**src/rtl/ps2_host_tx.sv**
```systemverilog
// Host-to-device PS/2 transmitter: inhibit, request-to-send, 8 data bits, odd parity,
// stop, then sample the device ACK. Drives open-collector pads through *_oe.
`timescale 1ns/1ps
module ps2_host_tx #(
  parameter int CLK_FREQ_HZ    = 100_000_000,
  parameter int INHIBIT_US     = 100,
  parameter int TIMEOUT_CYCLES = 2_000_000,
  parameter int FILTER_LEN     = 4
) (
  input  logic       clk,
  input  logic       rst,
  input  logic [7:0] tx_data,
  input  logic       tx_valid,
  output logic       tx_ready,
  input  logic       ps2_clk_in,
  input  logic       ps2_data_in,
  output logic       ps2_clk_oe,
  output logic       ps2_data_oe,
  output logic       busy,
  output logic       done,
  output logic       ack_ok,
  output logic       err
);
  localparam int INHIBIT_CYCLES = CLK_FREQ_HZ / 1_000_000 * INHIBIT_US;
  localparam int IW = $clog2(INHIBIT_CYCLES + 1);
  localparam int TW = $clog2(TIMEOUT_CYCLES + 1);
  localparam int FW = $clog2(FILTER_LEN + 1);

  typedef enum logic [2:0] {IDLE, INHIBIT, RTS, DATA, ACK, WAIT_IDLE} state_t;

  logic          clk_meta_q, clk_meta_d, clk_sync_q, clk_sync_d;
  logic          data_meta_q, data_meta_d, data_sync_q, data_sync_d;
  logic          filt_q, filt_d, fall_q, fall_d;
  logic [FW-1:0] fcnt_q, fcnt_d;

  state_t        state_q, state_d;
  logic          clk_oe_q, clk_oe_d, data_oe_q, data_oe_d;
  logic          tx_ready_q, tx_ready_d, busy_q, busy_d;
  logic          done_q, done_d, err_q, err_d;
  logic          ack_ok_q, ack_ok_d, ack_smp_q, ack_smp_d;
  logic [8:0]    frame_q, frame_d;
  logic [3:0]    bit_cnt_q, bit_cnt_d;
  logic [IW-1:0] inh_cnt_q, inh_cnt_d;
  logic [TW-1:0] to_cnt_q, to_cnt_d;

  // Input conditioning: the filtered clock only flips after FILTER_LEN agreeing samples.
  always_comb begin
    clk_meta_d  = ps2_clk_in;
    clk_sync_d  = clk_meta_q;
    data_meta_d = ps2_data_in;
    data_sync_d = data_meta_q;
    filt_d      = filt_q;
    fcnt_d      = '0;
    if (clk_sync_q != filt_q) begin
      if (fcnt_q == FW'(FILTER_LEN - 1)) filt_d = clk_sync_q;
      else                               fcnt_d = fcnt_q + 1'b1;
    end
    fall_d = filt_q & ~filt_d;
  end

  always_comb begin
    state_d   = state_q;
    clk_oe_d  = clk_oe_q;
    data_oe_d = data_oe_q;
    frame_d   = frame_q;
    bit_cnt_d = bit_cnt_q;
    inh_cnt_d = inh_cnt_q;
    to_cnt_d  = '0;
    ack_smp_d = ack_smp_q;
    ack_ok_d  = ack_ok_q;
    done_d    = 1'b0;
    err_d     = 1'b0;
    case (state_q)
      IDLE: begin
        clk_oe_d  = 1'b0;
        data_oe_d = 1'b0;
        if (tx_valid && tx_ready_q) begin
          frame_d   = {~^tx_data, tx_data};
          bit_cnt_d = '0;
          inh_cnt_d = '0;
          clk_oe_d  = 1'b1;
          state_d   = INHIBIT;
        end
      end
      INHIBIT: begin
        inh_cnt_d = inh_cnt_q + 1'b1;
        // Start bit goes low one cycle before the clock is released.
        if (inh_cnt_q == IW'(INHIBIT_CYCLES - 2)) data_oe_d = 1'b1;
        if (inh_cnt_q == IW'(INHIBIT_CYCLES - 1)) begin
          clk_oe_d  = 1'b0;
          data_oe_d = 1'b1;
          state_d   = RTS;
        end
      end
      RTS: begin
        if (fall_q) begin
          data_oe_d = ~frame_q[0];
          bit_cnt_d = 4'd1;
          state_d   = DATA;
        end
      end
      DATA: begin
        if (fall_q) begin
          if (bit_cnt_q == 4'd9) begin
            data_oe_d = 1'b0;
            state_d   = ACK;
          end else begin
            data_oe_d = ~frame_q[bit_cnt_q];
            bit_cnt_d = bit_cnt_q + 1'b1;
          end
        end
      end
      ACK: begin
        if (fall_q) begin
          ack_smp_d = ~data_sync_q;
          state_d   = WAIT_IDLE;
        end
      end
      WAIT_IDLE: begin
        if (filt_q && data_sync_q) begin
          done_d   = 1'b1;
          ack_ok_d = ack_smp_q;
          state_d  = IDLE;
        end
      end
      default: state_d = IDLE;
    endcase

    // Device-clock watchdog; a falling edge in the same cycle restarts it instead.
    if (state_q inside {RTS, DATA, ACK, WAIT_IDLE} && !fall_q) begin
      to_cnt_d = to_cnt_q + 1'b1;
      if (to_cnt_q == TW'(TIMEOUT_CYCLES - 1)) begin
        to_cnt_d  = '0;
        err_d     = 1'b1;
        done_d    = 1'b0;
        ack_ok_d  = ack_ok_q;
        clk_oe_d  = 1'b0;
        data_oe_d = 1'b0;
        state_d   = IDLE;
      end
    end

    tx_ready_d = (state_d == IDLE);
    busy_d     = (state_d != IDLE);
  end

  always_ff @(posedge clk) begin
    if (!rst) begin
      clk_meta_q  <= 1'b1;
      clk_sync_q  <= 1'b1;
      data_meta_q <= 1'b1;
      data_sync_q <= 1'b1;
      filt_q      <= 1'b1;
      fcnt_q      <= '0;
      fall_q      <= 1'b0;
      state_q     <= IDLE;
      clk_oe_q    <= 1'b0;
      data_oe_q   <= 1'b0;
      tx_ready_q  <= 1'b1;
      busy_q      <= 1'b0;
      done_q      <= 1'b0;
      err_q       <= 1'b0;
      ack_ok_q    <= 1'b0;
      ack_smp_q   <= 1'b0;
      frame_q     <= '0;
      bit_cnt_q   <= '0;
      inh_cnt_q   <= '0;
      to_cnt_q    <= '0;
    end else begin
      clk_meta_q  <= clk_meta_d;
      clk_sync_q  <= clk_sync_d;
      data_meta_q <= data_meta_d;
      data_sync_q <= data_sync_d;
      filt_q      <= filt_d;
      fcnt_q      <= fcnt_d;
      fall_q      <= fall_d;
      state_q     <= state_d;
      clk_oe_q    <= clk_oe_d;
      data_oe_q   <= data_oe_d;
      tx_ready_q  <= tx_ready_d;
      busy_q      <= busy_d;
      done_q      <= done_d;
      err_q       <= err_d;
      ack_ok_q    <= ack_ok_d;
      ack_smp_q   <= ack_smp_d;
      frame_q     <= frame_d;
      bit_cnt_q   <= bit_cnt_d;
      inh_cnt_q   <= inh_cnt_d;
      to_cnt_q    <= to_cnt_d;
    end
  end

  assign tx_ready    = tx_ready_q;
  assign busy        = busy_q;
  assign ps2_clk_oe  = clk_oe_q;
  assign ps2_data_oe = data_oe_q;
  assign done        = done_q;
  assign err         = err_q;
  assign ack_ok      = ack_ok_q;
endmodule

```
**config.mk**
```make
export PLATFORM = sky130hd
export DESIGN_NAME = ps2_host_tx
export DESIGN_NICKNAME = d
export VERILOG_FILES = /design/src/rtl/ps2_host_tx.sv
export SDC_FILE = /design/constraint.sdc
export NUM_CORES = 1
export LEC_CHECK = 0
export CAP_MARGIN = 10
export CORE_ASPECT_RATIO = 1.4
export CORE_MARGIN = 3
export CORE_UTILIZATION = 30
export DETAILED_ROUTE_END_ITERATION = 16
export GPL_ROUTABILITY_DRIVEN = 0
export MAX_ROUTING_LAYER = met4
export SLEW_MARGIN = 10
export SYNTH_ARGS = -nofsm -noshare
export SYNTH_HDL_FRONTEND = slang
export SYNTH_SLANG_ARGS = --single-unit
export TNS_END_PERCENT = 50
```
**constraint.sdc**
```tcl
create_clock -name clk -period 2.4 [get_ports clk]
set_input_delay 0.24 -clock clk [delete_from_list [all_inputs] [get_ports clk]]
set_output_delay 0.24 -clock clk [all_outputs]
set_load 0.02 [all_outputs]
```
==> flow_summary.json, run 1 <==
{
  "status": "complete, no violations",
  "grt_max_degree": 22,
  "max_slew_margin": 0.614,
  "wl_per_cell_um": 13.5,
  "post-route-min-period_ns": 2.07,
  "first_iter_violations": 160,
  "powerDensity_nw_per_um2": 684,
  "ys_seq_area_frac": 0.412,
  "synthToLayoutAreaGrowth_pct": 20.1,
  "dieHeight_um": 130,
  "syn_inst": 383,
  "drcViolationCount": 0,
  "p_leak_nw": 1.32,
  "ant_nets": 0,
  "die_width_um": 94.7,
  "ys_types": 56,
  "avgSynthCellArea_um2": 8.62,
  "synth_edf_count": 0,
  "yosys-top-cells-count": "dfxtp_1 (68), nand2_1 (37), nor2_1 (36)",
  "synth_ff_type": "dfxtp_1",
  "cts-resized-gates": 0,
  "clock_latency_ns": 0.33,
  "htreeDepth": 3,
  "hold_violations": 0,
  "async_flop_share": 0,
  "viasPerCell": 5.21,
  "cts-root-buf": "clkbuf_16",
  "placed_area_um2": 3660,
  "dp_hpwl_um": 5260,
  "ir_worst_vdd_v": 0.000427,
  "io_pins": 20,
  "synth_top_area_frac": 0.412,
  "rsz0062_at_grt": "false",
  "syn-num-nets": 403,
  "drt-pass1-iter-count": 4,
  "numPortBuffers": 19,
  "grt_antenna_before_repair": 0,
  "grt_pass1_vias": 2790,
  "path_clk_slew_ns": 0.06,
  "hold_path_class": "reg -> reg",
  "numCtsBuffers": 9,
  "synth_top_area_cell": "dfxtp_1",
  "fin_crit_sh": 0.862,
  "slew_viol_final": 0,
  "maxCapViolCount": 0,
  "rows": 44,
  "dr_total_vias": 2868,
  "dieArea_um2": 12300,
  "clock_path_buffers": 2,
  "nNetsFinal": 427,
  "initial_utilization": 0.312,
  "grt-ovfl-total": 0,
  "synthTopCellsByArea": "dfxtp_1 (41%), a21oi_1 (5.0%), nand2_1 (4.2%)",
  "critPathCaptureType": "register",
  "fmax_mhz": 483,
  "yosys_register_bits": 68,
  "syn_area_um2": 3300,
  "grt_pass1_wl_um": 12800,
  "critPathMaxFanout": 21,
  "wirelength_um": 7450,
  "fin_setup_tns_ns": 0,
  "cp-start-kind": "register",
  "crit_arrival_ns": 2.29,
  "tightest_slew_ns": 0.573,
  "stdcell_area_um2": 3960,
  "drive_gt1_frac": 0.0947,
  "tritoncts": "built",
  "finClkSkew_ns": 0.00618,
  "core_um2": 10600,
  "track_usage": 0.134,
  "postCtsSetupBuffers": 0,
  "yosys_warnings": 0,
  "yosys.cell_count.top_type": "dfxtp_1",
  "cts_sinks": 68,
  "criticalPathCategory": "reg -> reg",
  "required_ns": 2.62,
  "cts_hold_buf": 0,
  "antenna_cells": 0,
  "setup_viol": 0
}
layout by cell type, fill, tap and decap left out, types with 4 or more instances in the layout:
cell	count
mux2i_1	4
dfxtp_1	68
nand2b_1	7
mux2_2	4
a31oi_1	6
nand4_1	12
xor2_1	10
or4_1	5
o31ai_1	5
inv_1	15
ha_1	7
nor3_1	7
or3_1	10
and4_1	5
nand3_1	13
xnor2_1	9
clkdlybuf4s50_1	19
and3b_1	4
and3_1	5
buf_4	10
nor2_1	36
o21a_1	4
o21ai_0	10
nand2_1	37
clkbuf_16	9
a21oi_1	33
sequential cells by signal, indices dropped and copies added (netlist names), 3 cells and up:
register / cells
to_cnt_q: 21
inh_cnt_q: 14
frame_q: 9
bit_cnt_q: 4
fcnt_q: 3
state_q: 3
layout make-up:
cell class | count | area [µm²]
Clock inverter | 7 | 75.1
Inverter | 15 | 56.3
Tap cell | 138 | 173
Fill cell | 1097 | 6610
Sequential cell | 68 | 1360
Multi-Input combinational cell | 284 | 1810
Clock buffer | 9 | 225
Timing Repair Buffer | 29 | 265
per-stage QoR:
step           power (W)  hold WS (ns)  setup slack, ns  utilization  cells
6_report         0.00271         0.405            0.331        0.375    550
5_1_grt          0.00281         0.441            0.239        0.375    550
4_1_cts          0.00274         0.411            0.320        0.375    550
3_5_place_dp     0.00141         0.397            0.325        0.347    534
3_3_place_gp     0.00141         0.389            0.373        0.347    534
2_1_floorplan    0.00132         0.341            0.457            -    383
power by group:
group	switching (W)	internal, W	total, W
Clock	0.000519	0.000809	0.00133
Combinational	0.000111	0.0000947	0.000206
Sequential	0.0000213	0.00116	0.00118
Total	0.000651	0.00206	0.00271
layer usage:
metal  vias to the layer above  track usage  part of all wire
met2                        54        0.220              0.49
met5                         -            -                 0
met4                         0       0.0663             0.022
met1                      1351        0.155              0.45
li1                       1451            -                 -
met3                        12       0.0283             0.042
critical path, cell delays in order (launching register included):
cell      delay [ns]
dfxtp_1         0.33
or4b_4          0.56
or4_4           0.58
o211ai_2        0.15
buf_4           0.26
nor2_1          0.08
worst paths after layout:
check | startpoint | to | slack (ns) | cells past startpoint
worst max register to register | to_cnt_q[12] | to_cnt_q[3] | 0.33 | 5
worst min-delay path | data_meta_q | data_sync_q | 0.41 | 1
worst min register to register | data_meta_q | data_sync_q | 0.41 | 1
worst max-delay path | to_cnt_q[12] | to_cnt_q[3] | 0.33 | 5
cell families (layout without fill, tap and decap cells):
family,Yosys count,count (layout),synth area share
AND/OR/NAND/NOR,168,168,0.282
AO/OA/AOI/OAI,81,81,0.157
flip-flops,68,68,0.412
buffers and inverters,31,60,0.0398
XOR/XNOR,19,19,0.0504
multiplexers,9,9,0.0326
adder cells (fa/ha/maj),7,7,0.0265
Power figures use the tool's default switching activity.
==> run 2, diff against run 1 <==
- SETUP_SLACK_MARGIN: unset -> 0.5
==> run 2 against run 1 <==
Against the previous run:
- power is 2.8% lower
- sequential power hardly changed
- worst setup slack better by 0.061 ns
- sequential share of layout area is 0.098 points lower
==> flow_summary.json, run 2 (same netlist as run 1, synthesis figures left out) <==
{
  "grt_max_degree": 22,
  "dp_hpwl_um": 5310,
  "die_width_um": 94.7,
  "drcViolationCount": 0,
  "critPathCaptureType": "register",
  "maxCapViolCount": 0,
  "antenna_cells": 0,
  "dieArea_um2": 12300,
  "top_regs": "to_cnt_q (21), inh_cnt_q (14), frame_q (9)",
  "drive_gt1_frac": 0.100,
  "hold_path_class": "reg -> reg",
  "largest-register": "to_cnt_q",
  "grt-ovfl-total": 0,
  "postCtsSetupBuffers": 0,
  "required_ns": 2.61,
  "slew_viol_final": 0,
  "viasPerCell": 5.18,
  "first_iter_violations": 189,
  "ir_worst_vdd_v": 0.000364,
  "power.total_w": 0.00263,
  "core_um2": 10600,
  "dieHeight_um": 130,
  "clock_latency_ns": 0.33,
  "p_leak_nw": 1.32,
  "grt_antenna_before_repair": 0,
  "dp_slack_ns": 0.309,
  "largest_reg_flops": 21,
  "ant_nets": 0,
  "max_slew_margin": 0.593,
  "htreeDepth": 3,
  "status": "complete, no violations",
  "powerDensity_nw_per_um2": 662,
  "rows": 44,
  "critPathMaxFanout": 21,
  "fin_crit_sh": 0.837,
  "drt-pass1-iter-count": 5,
  "initial_utilization": 0.312,
  "criticalPathCategory": "reg -> reg",
  "fmax_mhz": 498,
  "final_util": 0.376,
  "layout_common_cells": "dfxtp_1 (67), nand2_1 (37), nor2_1 (34)",
  "synthToLayoutAreaGrowth_pct": 20.5,
  "setup_viol": 0,
  "hold_violations": 0,
  "io_pins": 20,
  "clock_path_buffers": 2,
  "rsz0062_at_grt": "true",
  "grt_pass1_vias": 2776,
  "numCtsBuffers": 9,
  "cts-root-buf": "clkbuf_16",
  "tightest_slew_ns": 0.609,
  "mostFrequentLayoutCell": "dfxtp_1",
  "path_clk_slew_ns": 0.05,
  "crit_arrival_ns": 2.22,
  "grt_pass1_wl_um": 12600,
  "hold-worst-slack_ns": 0.405,
  "fin_ws_ns": 0.391,
  "finClkSkew_ns": 0.00398,
  "post-route-min-period_ns": 2.01,
  "cp-start-kind": "register",
  "fin_setup_tns_ns": 0,
  "dr_total_vias": 2836,
  "numPortBuffers": 19,
  "wl_per_cell_um": 13.6,
  "nNetsFinal": 426,
  "wirelength_um": 7440,
  "tritoncts": "built",
  "cts_sinks": 68,
  "track_usage": 0.133
}
## run 2: changes by cell type in the layout (fill, tap and decap cells not counted), sizes merged
cell and delta:
buf -1, clkbuf +5, inv -2, clkinvlp -3, bufinv -1
## run 2: metrics by stage
stage          instances  cell area, µm²
3_5_place_dp         533            3660
5_1_grt              548            3980
6_report             548            3980
4_1_cts              548            3970
2_1_floorplan        383            3310
3_3_place_gp         533            3660
## run 2: final timing paths
kind / cells after the start / endpoint / startpoint / slack, ns
max: 5 / to_cnt_q[15] / to_cnt_q[13] / 0.39
min: 1 / clk_sync_q / clk_meta_q / 0.40
max reg2reg: 5 / to_cnt_q[15] / to_cnt_q[13] / 0.39
min reg2reg: 1 / clk_sync_q / clk_meta_q / 0.40
## run 2: critical path, stage by stage (launching register included)
cell and delay [ns]:
dfxtp_1 0.32, or4b_4 0.55, or4_4 0.59, o211ai_4 0.20, buf_12 0.18, a21oi_1 0.05
## run 2: cell type report
class,count,area (µm²)
multi-input cells,284,1830
inverters,15,56.3
flip-flops and latches,68,1360
fillers,1098,6590
repair buffers,28,270
well taps,138,173
clock inverters,1,5.00
clock buffers,14,284
## run 2: what timing repair did
action | CTS | global route
endpoints found under the setup margin | 30 | 40
gates resized for setup | 3 | 5
hold buffers | 0 | 0
## run 2: where the power goes
part | switching, W | internal, W
clock network | 0.000446 | 0.000804
registers | 0.0000210 | 0.00116
logic | 0.000111 | 0.0000958
total | 0.000578 | 0.00206
## run 2: routing by layer
metal  GRT usage  vias up  wire [µm]  share of wire
met5           -        -          0              0
met4      0.0586        0        173          0.023
met3      0.0283       13        183          0.025
met2       0.218       36       3540           0.48
met1       0.155     1350       3540           0.48
li1            -     1437          -              -
==> run 3, diff against run 2 <==
- clock period: 2.4 -> 1.8 ns (I/O delays scaled with it)
==> run 3 against run 2 <==
Against the previous run:
- first-iteration DRC count is 49% lower
- critical path depth stayed put
- largest power group unchanged
- non-clock buffer count is 44 higher
- sequential power is 33% higher
- critical endpoint is now to_cnt_q[5]
- via count is 8.8% higher
- wire length is 15% higher
- count of clock-buffer cells in the layout is 2 lower
- critical path type unchanged
- combinational power is 100% higher
- clock power is 43% higher
- flip-flop and latch count stayed put
- the run now ends with setup timing left
- fmax is 1.8% higher
==> flow_summary.json, run 3 (same netlist as run 1, synthesis figures left out) <==
{
  "largest-register": "to_cnt_q",
  "grt_antenna_before_repair": 0,
  "wl_per_cell_um": 14.4,
  "hold_violations": 0,
  "nNetsFinal": 470,
  "critPathCaptureType": "register",
  "htreeDepth": 3,
  "top_regs": "to_cnt_q (21), inh_cnt_q (14), frame_q (9)",
  "mostFrequentLayoutCell": "dfxtp_1",
  "grt_pass1_vias": 3187,
  "powerDensity_nw_per_um2": 794,
  "final_util": 0.450,
  "criticalPathCategory": "reg -> reg",
  "fmax_mhz": 507,
  "drt-pass1-iter-count": 4,
  "setup_viol": 29,
  "cts-root-buf": "clkbuf_16",
  "viasPerCell": 5.20,
  "crit_arrival_ns": 2.20,
  "cp-start-kind": "register",
  "synthToLayoutAreaGrowth_pct": 44.2,
  "max_slew_margin": 0.648,
  "wirelength_um": 8540,
  "tritoncts": "built",
  "dr_total_vias": 3086,
  "numCtsBuffers": 9,
  "power.total_w": 0.00378,
  "path_clk_slew_ns": 0.05,
  "min_path_cells": 1,
  "tightest_slew_ns": 0.524,
  "cts_sinks": 68,
  "layout_common_cells": "dfxtp_1 (56), buf_4 (38), nor2_1 (30)",
  "io_pins": 20,
  "numPortBuffers": 19,
  "track_usage": 0.153,
  "rsz0062_at_grt": "true",
  "cts_hold_buf": 0,
  "antenna_cells": 0,
  "ant_nets": 0,
  "fin_crit_sh": 1.10,
  "violations": "setup timing",
  "clock_path_buffers": 2,
  "ir_worst_vdd_v": 0.000453,
  "post-route-min-period_ns": 1.97,
  "hold_path_class": "reg -> reg",
  "placed_area_um2": 3950,
  "clock_latency_ns": 0.34,
  "initial_utilization": 0.312,
  "grt_pass1_wl_um": 14400,
  "grt-ovfl-total": 0,
  "fill_cells": 1045,
  "dieArea_um2": 12300,
  "reg2regPathDepth": 5,
  "p_leak_nw": 1.72,
  "critPathMaxFanout": 21,
  "first_iter_violations": 96,
  "stdcell_area_um2": 4760,
  "required_ns": 2.03,
  "die_width_um": 94.7,
  "drcViolationCount": 0,
  "grt_max_degree": 22,
  "maxCapViolCount": 0,
  "finClkSkew_ns": 0.00778,
  "slew_viol_final": 0,
  "rows": 44,
  "fin_ws_ns": -0.173,
  "drive_gt1_frac": 0.327,
  "largest_reg_flops": 21,
  "status": "finished, violations left",
  "dp_hpwl_um": 5730,
  "core_um2": 10600,
  "dieHeight_um": 130
}
-- run 3: area by class of cell --
cell class	instances	area [µm²]	area share
clock buffers	12	256	0.0539
flip-flops and latches	68	1380	0.291
inverters	15	56.3	0.0118
repair buffers	72	683	0.144
clock inverters	4	47.5	0.00999
well taps	138	173	0.0363
multi-input cells	284	2160	0.454
-- run 3: per-stage QoR --
step / cells / setup WS (ns) / TNS (ns) / hold slack, ns
after floorplan: 383 / -0.121 / -2.31 / 0.281
after global placement: 569 / -0.132 / -2.78 / 0.389
after detailed placement: 569 / -0.158 / -3.39 / 0.399
after CTS: 592 / -0.167 / -3.49 / 0.404
after global routing: 593 / -0.237 / -5.77 / 0.414
final: 593 / -0.173 / -3.91 / 0.404
-- run 3: what timing repair did --
| action | in CTS | in global routing |
|---|---|---|
| setup buffers | 6 | 1 |
| setup endpoints to repair | 67 | 63 |
| pin swaps | 46 | 40 |
| gates resized for setup | 77 | 44 |
| cloned | 1 | 0 |
-- run 3: path summary, 6_finish.rpt --
check                from           to  slack (ns)
min reg2reg   data_meta_q  data_sync_q        0.40
min           data_meta_q  data_sync_q        0.40
max reg2reg  to_cnt_q[13]  to_cnt_q[5]       -0.17
max          to_cnt_q[13]  to_cnt_q[5]       -0.17
-- run 3: per-layer routing --
layer,vias up,global-route usage,part of all wire
met3,16,0.0219,0.028
li1,1538,-,-
met1,1472,0.166,0.41
met4,0,0.102,0.027
met2,60,0.257,0.54
met5,-,-,0
-- run 3: critical path, cell delays in order, from the launching register on --
cell	delay, ns
dfxtp_2	0.31
or4b_4	0.54
or4_4	0.57
o211ai_4	0.20
buf_12	0.18
nor2_1	0.06
-- run 3: power breakdown --
group | leakage [nW] | switching [W] | internal [W] | total [W]
registers | 0.558 | 0.0000266 | 0.00154 | 0.00157
clock network | 0.149 | 0.000650 | 0.00114 | 0.00179
logic | 1.02 | 0.000212 | 0.000206 | 0.000419
